==> config.mk <==
export PLATFORM = sky130hd
export DESIGN_NAME = fifo_wr_arbiter_flat
export DESIGN_NICKNAME = d
export VERILOG_FILES = /design/src/rtl/fifo_wr_arbiter_if.sv /design/src/rtl/fifo_wr_arbiter.sv /design/src/flat_wrapper.sv
export SDC_FILE = /design/constraint.sdc
export NUM_CORES = 1
export LEC_CHECK = 0
export ABC_AREA = 1
export BUFFER_PORTS_ARGS = -buffer_cell sky130_fd_sc_hd__buf_2
export CORE_MARGIN = 2
export CORE_UTILIZATION = 52
export DETAILED_ROUTE_END_ITERATION = 8
export PLACE_DENSITY = 0.83
export SYNTH_ARGS = -nofsm -noshare
export SYNTH_HDL_FRONTEND = slang
export SYNTH_SLANG_ARGS = --single-unit
export TNS_END_PERCENT = 5
==> constraint.sdc <==
create_clock -name w_clk -period 3.6 [get_ports w_clk]
set_input_delay 0.72 -clock w_clk [delete_from_list [all_inputs] [get_ports w_clk]]
set_output_delay 0.72 -clock w_clk [all_outputs]
set_load 0.05 [all_outputs]
==> src/rtl/fifo_wr_arbiter_if.sv <==
// Handshake bundle between the two write requesters,
// the write arbiter and the async FIFO write port.
interface fifo_wr_arbiter_if #(
  parameter int DATA_WIDTH = 8,
  parameter int BYTES0     = 2,
  parameter int BYTES1     = 1
) ();
  logic                         req0_valid;
  logic [BYTES0*DATA_WIDTH-1:0] req0_data;
  logic                         req0_ready;
  logic                         req1_valid;
  logic [BYTES1*DATA_WIDTH-1:0] req1_data;
  logic                         req1_ready;
  logic                         wfull;
  logic [DATA_WIDTH-1:0]        w_data;
  logic                         winc;
  logic                         busy;

  modport master (
    input  req0_valid, req0_data,
    input  req1_valid, req1_data,
    input  wfull,
    output req0_ready, req1_ready,
    output w_data, winc, busy
  );

  modport slave (
    output req0_valid, req0_data,
    output req1_valid, req1_data,
    output wfull,
    input  req0_ready, req1_ready,
    input  w_data, winc, busy
  );
endinterface

==> src/rtl/fifo_wr_arbiter.sv <==
// Round-robin write-port scheduler for the async FIFO:
// latches one requester word and emits it LSB byte first.
module fifo_wr_arbiter #(
  parameter int DATA_WIDTH = 8,
  parameter int BYTES0     = 2,
  parameter int BYTES1     = 1
) (
  input  logic                w_clk,
  input  logic                wrst_n,
  fifo_wr_arbiter_if.master   bus
);

  localparam int HW = 4 * DATA_WIDTH;
  localparam logic [1:0] LAST0 = 2'(BYTES0 - 1);
  localparam logic [1:0] LAST1 = 2'(BYTES1 - 1);

  typedef enum logic {IDLE, WRITE} state_e;

  state_e          state_q, state_d;
  logic            last_q, last_d;
  logic [1:0]      cnt_q, cnt_d;
  logic [1:0]      nidx_q, nidx_d;
  logic [HW-1:0]   hold_q, hold_d;
  logic            gnt0, gnt1;
  logic            wr;

  always_ff @(posedge w_clk or negedge wrst_n) begin
    if (!wrst_n) begin
      state_q <= IDLE;
      last_q  <= 1'b1;
      cnt_q   <= '0;
      nidx_q  <= '0;
      hold_q  <= '0;
    end else begin
      state_q <= state_d;
      last_q  <= last_d;
      cnt_q   <= cnt_d;
      nidx_q  <= nidx_d;
      hold_q  <= hold_d;
    end
  end

  always_comb begin
    state_d        = state_q;
    last_d         = last_q;
    cnt_d          = cnt_q;
    nidx_d         = nidx_q;
    hold_d         = hold_q;
    gnt0           = 1'b0;
    gnt1           = 1'b0;
    wr             = 1'b0;
    bus.req0_ready = 1'b0;
    bus.req1_ready = 1'b0;
    bus.w_data     = '0;
    bus.winc       = 1'b0;
    bus.busy       = 1'b0;
    unique case (state_q)
      IDLE: begin
        // last_q=1 means req1 went last, so req0 wins a tie
        gnt0 = bus.req0_valid
             && (!bus.req1_valid || last_q);
        gnt1 = bus.req1_valid
             && (!bus.req0_valid || !last_q);
        unique case (1'b1)
          gnt0: begin
            hold_d  = HW'(bus.req0_data);
            nidx_d  = LAST0;
            last_d  = 1'b0;
            cnt_d   = '0;
            state_d = WRITE;
          end
          gnt1: begin
            hold_d  = HW'(bus.req1_data);
            nidx_d  = LAST1;
            last_d  = 1'b1;
            cnt_d   = '0;
            state_d = WRITE;
          end
          default: ;
        endcase
        bus.req0_ready = gnt0;
        bus.req1_ready = gnt1;
      end
      WRITE: begin
        wr         = !bus.wfull;
        bus.busy   = 1'b1;
        bus.winc   = wr;
        bus.w_data =
          hold_q[cnt_q*DATA_WIDTH +: DATA_WIDTH];
        if (wr) begin
          if (cnt_q == nidx_q) begin
            cnt_d   = '0;
            state_d = IDLE;
          end else begin
            cnt_d = cnt_q + 2'd1;
          end
        end
      end
      default: state_d = IDLE;
    endcase
  end

endmodule

==> src/flat_wrapper.sv <==
// flat-port wrapper written by rule: the top's interface ports become plain ports
module fifo_wr_arbiter_flat 
#(
  parameter int DATA_WIDTH = 8,
  parameter int BYTES0     = 2,
  parameter int BYTES1     = 1
)
  (w_clk, wrst_n, bus_req0_valid, bus_req0_data, bus_req1_valid, bus_req1_data, bus_wfull, bus_req0_ready, bus_req1_ready, bus_w_data, bus_winc, bus_busy);
  fifo_wr_arbiter_if #(.DATA_WIDTH(DATA_WIDTH), .BYTES0(BYTES0), .BYTES1(BYTES1)) bus_i ();
  input  logic w_clk;
  input  logic wrst_n;
  input wire logic [$bits(bus_i.req0_valid)-1:0] bus_req0_valid;
  input wire logic [$bits(bus_i.req0_data)-1:0] bus_req0_data;
  input wire logic [$bits(bus_i.req1_valid)-1:0] bus_req1_valid;
  input wire logic [$bits(bus_i.req1_data)-1:0] bus_req1_data;
  input wire logic [$bits(bus_i.wfull)-1:0] bus_wfull;
  output wire logic [$bits(bus_i.req0_ready)-1:0] bus_req0_ready;
  output wire logic [$bits(bus_i.req1_ready)-1:0] bus_req1_ready;
  output wire logic [$bits(bus_i.w_data)-1:0] bus_w_data;
  output wire logic [$bits(bus_i.winc)-1:0] bus_winc;
  output wire logic [$bits(bus_i.busy)-1:0] bus_busy;
  assign bus_i.req0_valid = bus_req0_valid;
  assign bus_i.req0_data = bus_req0_data;
  assign bus_i.req1_valid = bus_req1_valid;
  assign bus_i.req1_data = bus_req1_data;
  assign bus_i.wfull = bus_wfull;
  assign bus_req0_ready = bus_i.req0_ready;
  assign bus_req1_ready = bus_i.req1_ready;
  assign bus_w_data = bus_i.w_data;
  assign bus_winc = bus_i.winc;
  assign bus_busy = bus_i.busy;
  fifo_wr_arbiter #(.DATA_WIDTH(DATA_WIDTH), .BYTES0(BYTES0), .BYTES1(BYTES1)) u_core (.w_clk(w_clk), .wrst_n(wrst_n), .bus(bus_i));
endmodule
# Word-level counts from Yosys, hierarchy flattened
# Cells that the tools add are included.
[totals] input_bits=29 output_inout_bits=12 rom_bits=0 reg_bits=38 mem_bits_rw=0 latchBits=0 mem_count=0 elab_cells=39
[classes] mux=16 reduce_logical=12 div_mod_pow=0 n_lt_le_gt_ge=0 shifts=1 bitwise_logic=1 multipliers=0 n_addsub=1 n_eq_ne=3
[ops] operator="$pmux 32 s2" count=1
[ops] operator="$shiftx 32x6->8" count=1
[ops] operator="$mux 8" count=1
[ops] operator="$pmux 2 s2" count=2
[ops] operator="$mux 1" count=7
[ops] operator="$mux 2" count=3
[ops] operator="$logic_not 1->1" count=4
[ops] operator="$ne 2x2->1 const B" count=2
[ops] operator="$pmux 1 s2" count=2
[ops] operator="$reduce_and 2->1" count=2
[ops] operator="$add 2x1->2 const B" count=1
[ops] operator="$eq 2x2->1" count=1
[ops] operator="$logic_and 1x1->1" count=2
[ops] operator="$logic_or 1x1->1" count=2
[ops] operator="$reduce_bool 2->1" count=1
[ops] operator="$reduce_or 2->1" count=1
[ops] operator="$not 1->1" count=1

# Logic depth before layout (Yosys ltp)
[logic_depth] word_depth=6 depth_mapped=8 depth_no_buf=7

# Worst setup path before layout
# Ideal clock, no wire load.
[synth_timing] path_kind="register to output" start="register u_core.state_q" end="output port bus_w_data[0]" stages_incl_launch_ff=3 setup_slack_ns=0.789 path_buffers=0 arrival_ns=2.091 required_time_ns=2.880 path_cell_list="dfrtp_1 > nand2_1 > nor3_1"
[synth_between] elab_chain_cells=1
[synth_rtl] element="start: declaration" line_no="fifo_wr_arbiter.sv:19" source="state_e state_q, state_d;"
[synth_rtl] element="start signal: assignment" line_no="fifo_wr_arbiter.sv:35" source="state_q <= state_d;"
[synth_rtl] element="$mux 8" line_no="fifo_wr_arbiter.sv:57" source="unique case (state_q)"
[synth_rtl] element="end: declaration" line_no="flat_wrapper.sv:19" source="output wire logic [$bits(bus_i.w_data)-1:0] bus_w_data;"
# No other way between the ends.

# Worst setup path after layout
[layout_timing] start="register u_core.cnt_q[0]" end="output port bus_w_data[2]"
[layout_between] elab_chain_cells=2
[layout_rtl] element="start: declaration" line_no="fifo_wr_arbiter.sv:21" source="logic [1:0] cnt_q, cnt_d;"
[layout_rtl] element="start signal: assignment" line_no="fifo_wr_arbiter.sv:37" source="cnt_q <= cnt_d;"
[layout_rtl] element="$shiftx 32x6->8" line_no="fifo_wr_arbiter.sv:89" source="hold_q[cnt_q*DATA_WIDTH +: DATA_WIDTH];"
[layout_rtl] element="$mux 8" line_no="fifo_wr_arbiter.sv:57"
# No other way between the ends.

==> results.json <==
{
  "status": "finished clean",
  "relSlewSlack_pct": 70.20,
  "cts_buffer_depth": 2,
  "multi_input_area_um2": 554.3,
  "synthMuxAreaShare_pct": 0,
  "initial_core_util_pct": 53.81,
  "grt_pass1_vias": 1070,
  "tightest_slew_ps": 447.0,
  "grt_use_total_pct": 21.73,
  "die-area_um2": 2640,
  "dr.pass1.iters": 4,
  "synth-compound-area-share_pct": 2.144,
  "critPathLaunchType": "flip-flop",
  "ys_seq_area_share_pct": 45.12,
  "vias_per_cell": 5.017,
  "pwr-share-comb_pct": 57.1,
  "p_leak_uw": 0.0008385,
  "nets": 231,
  "final_cell_mix": "nand2_1 (75), buf_2 (40), dfrtp_1 (20), nor2_1 (15), nand3_1 (9)",
  "fillers": 207,
  "dieHeight_um": 51.38,
  "internal_power_uw": 582.2,
  "yosysWarnings": 0,
  "rows": 17,
  "drc": 0,
  "utilization_pct": 64.19,
  "synth-adder-area-share_pct": 0,
  "final.period_utilization_pct": 68.13,
  "n_antenna_cell": 0,
  "critPathArrivalTime_ps": 1730,
  "grt_max_degree": 22,
  "seq_area_um2": 526.8,
  "hpwl_um": 1973,
  "timing.rr.end": "u_core.state_q",
  "root_buffer": "clkbuf_4",
  "clkPwrFrac_pct": 9.1,
  "routabilityCongestion": 0.8405,
  "cts_buffers": 3,
  "max_freq_mhz": 407.7,
  "grt_first_pass_wirelength_um": 4360,
  "reg2reg_from": "u_core.cnt_q[0]",
  "worstPathRequired_ps": 2880,
  "wl_per_cell_um": 11.35,
  "routed_wl_um": 2600,
  "die_w_um": 51.38,
  "final_common_cell": "nand2_1",
  "synth_simple_gate_area_share_pct": 45.34,
  "setup_viol": 0,
  "cp_max_fo": 12,
  "drtIter0Drc": 17,
  "finalSetupTns_ps": 0,
  "cts.clk_slew.worst_paths_ps": 120,
  "worstSkewPairLatency_ps": 310,
  "max_cap_viol_count": 0,
  "synth_nets": 189,
  "power_density_nw_per_um2": 920.2,
  "power_uw": 1281,
  "power.switching_uw": 699.2,
  "syn-instance-count": 160,
  "fin_crit_ps": 2453,
  "critPathCaptureType": "output pin",
  "drive_above_1_share_pct": 27.86,
  "cts.repair.resized": 0,
  "route.vias.total": 1149,
  "clkSinkCount": 21,
  "drv_slew": 0,
  "hold_buffers": 0,
  "htree_num_levels": 1,
  "synth_top_family_by_area": "simple AND/OR/NAND/NOR gates",
  "post_cts_buffers": 0,
  "min_path_type": "input pin to async pin",
  "swShare_pct": 54.56,
  "synthXorXnorAreaFrac_pct": 0,
  "io_buffers": 40,
  "drt.antenna.violating_nets": 0,
  "seq_power_share_pct": 33.8,
  "area_growth_pct": 19.29,
  "fin_skew_ps": 11.09,
  "syn_area_um2": 1167,
  "setup.worst_path.class": "flip-flop to output pin",
  "reg2reg_depth": 5,
  "core_um2": 2170,
  "ys_types": 21,
  "rsz0062_at_grt": "no",
  "avgSynthCellArea_um2": 7.296,
  "ff2ff_setup_slack_ps": 2200,
  "synth_top_area_share_pct": 42.87,
  "cts_tree": "built",
  "yosys-top-cells-area": "dfrtp_1 (43%), nand2_1 (24%), nor2_1 (4.8%), nand3_1 (3.9%), nand2_2 (3.2%)",
  "hold_violations": 0,
  "synth_area_leader_cell": "dfrtp_1",
  "pin_count": 41,
  "antenna_found_initial": 0,
  "synth-seq-cells": 21,
  "vdd_drop_max_mv": 0.4427,
  "grt_overflow_total": 0
}
==> layout make-up <==
cell class,instances,share of cell area [%]
Inverter,12,3.594
Multi-Input combinational cell,124,39.80
Tap cell,28,2.516
Clock buffer,4,1.887
Timing Repair Buffer,40,14.38
Sequential cell,21,37.83
==> sequential cells by signal, summed over array words and instances (netlist names) <==
signal and flops:
u_core.state_q 1, u_core.nidx_q 1, u_core.cnt_q 2, u_core.hold_q 16, u_core.last_q 1
==> cell families after synthesis <==
group,after synthesis
flops,21
buf+inv,15
simple gates,119
compound gates,5
==> worst max path at each step <==
stage                     from              to  slack (ps)  cells past startpoint
3_3_place_gp    bus_req1_valid  bus_req0_ready        1210                      5
6_report       u_core.cnt_q[0]   bus_w_data[2]        1150                      4
5_1_grt        u_core.cnt_q[0]   bus_w_data[0]        1020                      4
4_1_cts         bus_req1_valid  bus_req0_ready        1140                      5
3_5_place_dp    bus_req1_valid  bus_req0_ready        1150                      5
2_1_floorplan   u_core.state_q   bus_w_data[0]         790                      2
==> metrics by stage <==
| step | hold WS (ps) | worst slack, ps | cells | cell area (um^2) |
|---|---|---|---|---|
| 2_1_floorplan | 424.4 | 789.4 | 160 | 1167 |
| 3_3_place_gp | 455.6 | 1208 | 225 | 1366 |
| 3_5_place_dp | 461.4 | 1147 | 225 | 1366 |
| 4_1_cts | 358.1 | 1143 | 229 | 1393 |
| 5_1_grt | 361.4 | 1016 | 229 | 1393 |
| 6_report | 331.2 | 1147 | 229 | 1393 |
==> routing by layer <==
| layer | global-route usage [%] | vias up | share of wire, % |
|---|---|---|---|
| li1 | - | 578 | - |
| met1 | 26.93 | 504 | 43 |
| met2 | 35.90 | 55 | 48 |
| met3 | 3.801 | 12 | 6.1 |
| met4 | 11.40 | 0 | 2.8 |
| met5 | 0 | - | 0 |
==> synthesized netlist by cell type <==
library cell / number
a21oi_1: 2
buf_12: 1
buf_2: 1
buf_6: 1
clkinv_1: 2
dfrtp_1: 20
dfstp_2: 1
inv_1: 8
inv_2: 1
inv_6: 1
nand2_1: 75
nand2_2: 6
nand2_4: 1
nand2_8: 1
nand3_1: 9
nand3_4: 1
nand4_1: 3
nor2_1: 15
nor2_2: 1
nor3_1: 7
o21ai_0: 3
==> power groups by stage <==
stage               logic, uW  registers, uW  clock network, uW
floorplan                 590            425                  0
global placement          703            431                  0
detailed placement        728            435                  0
CTS                       733            430                113
global route              803            443                125
finish                    732            433                116
==> worst max-delay path, stage by stage (launching register included) <==
cell,delay [ps]
dfrtp_1,600
clkinv_1,350
nor2_1,170
nor3_1,70
buf_2,220
(Power assumes the default switching activity.)
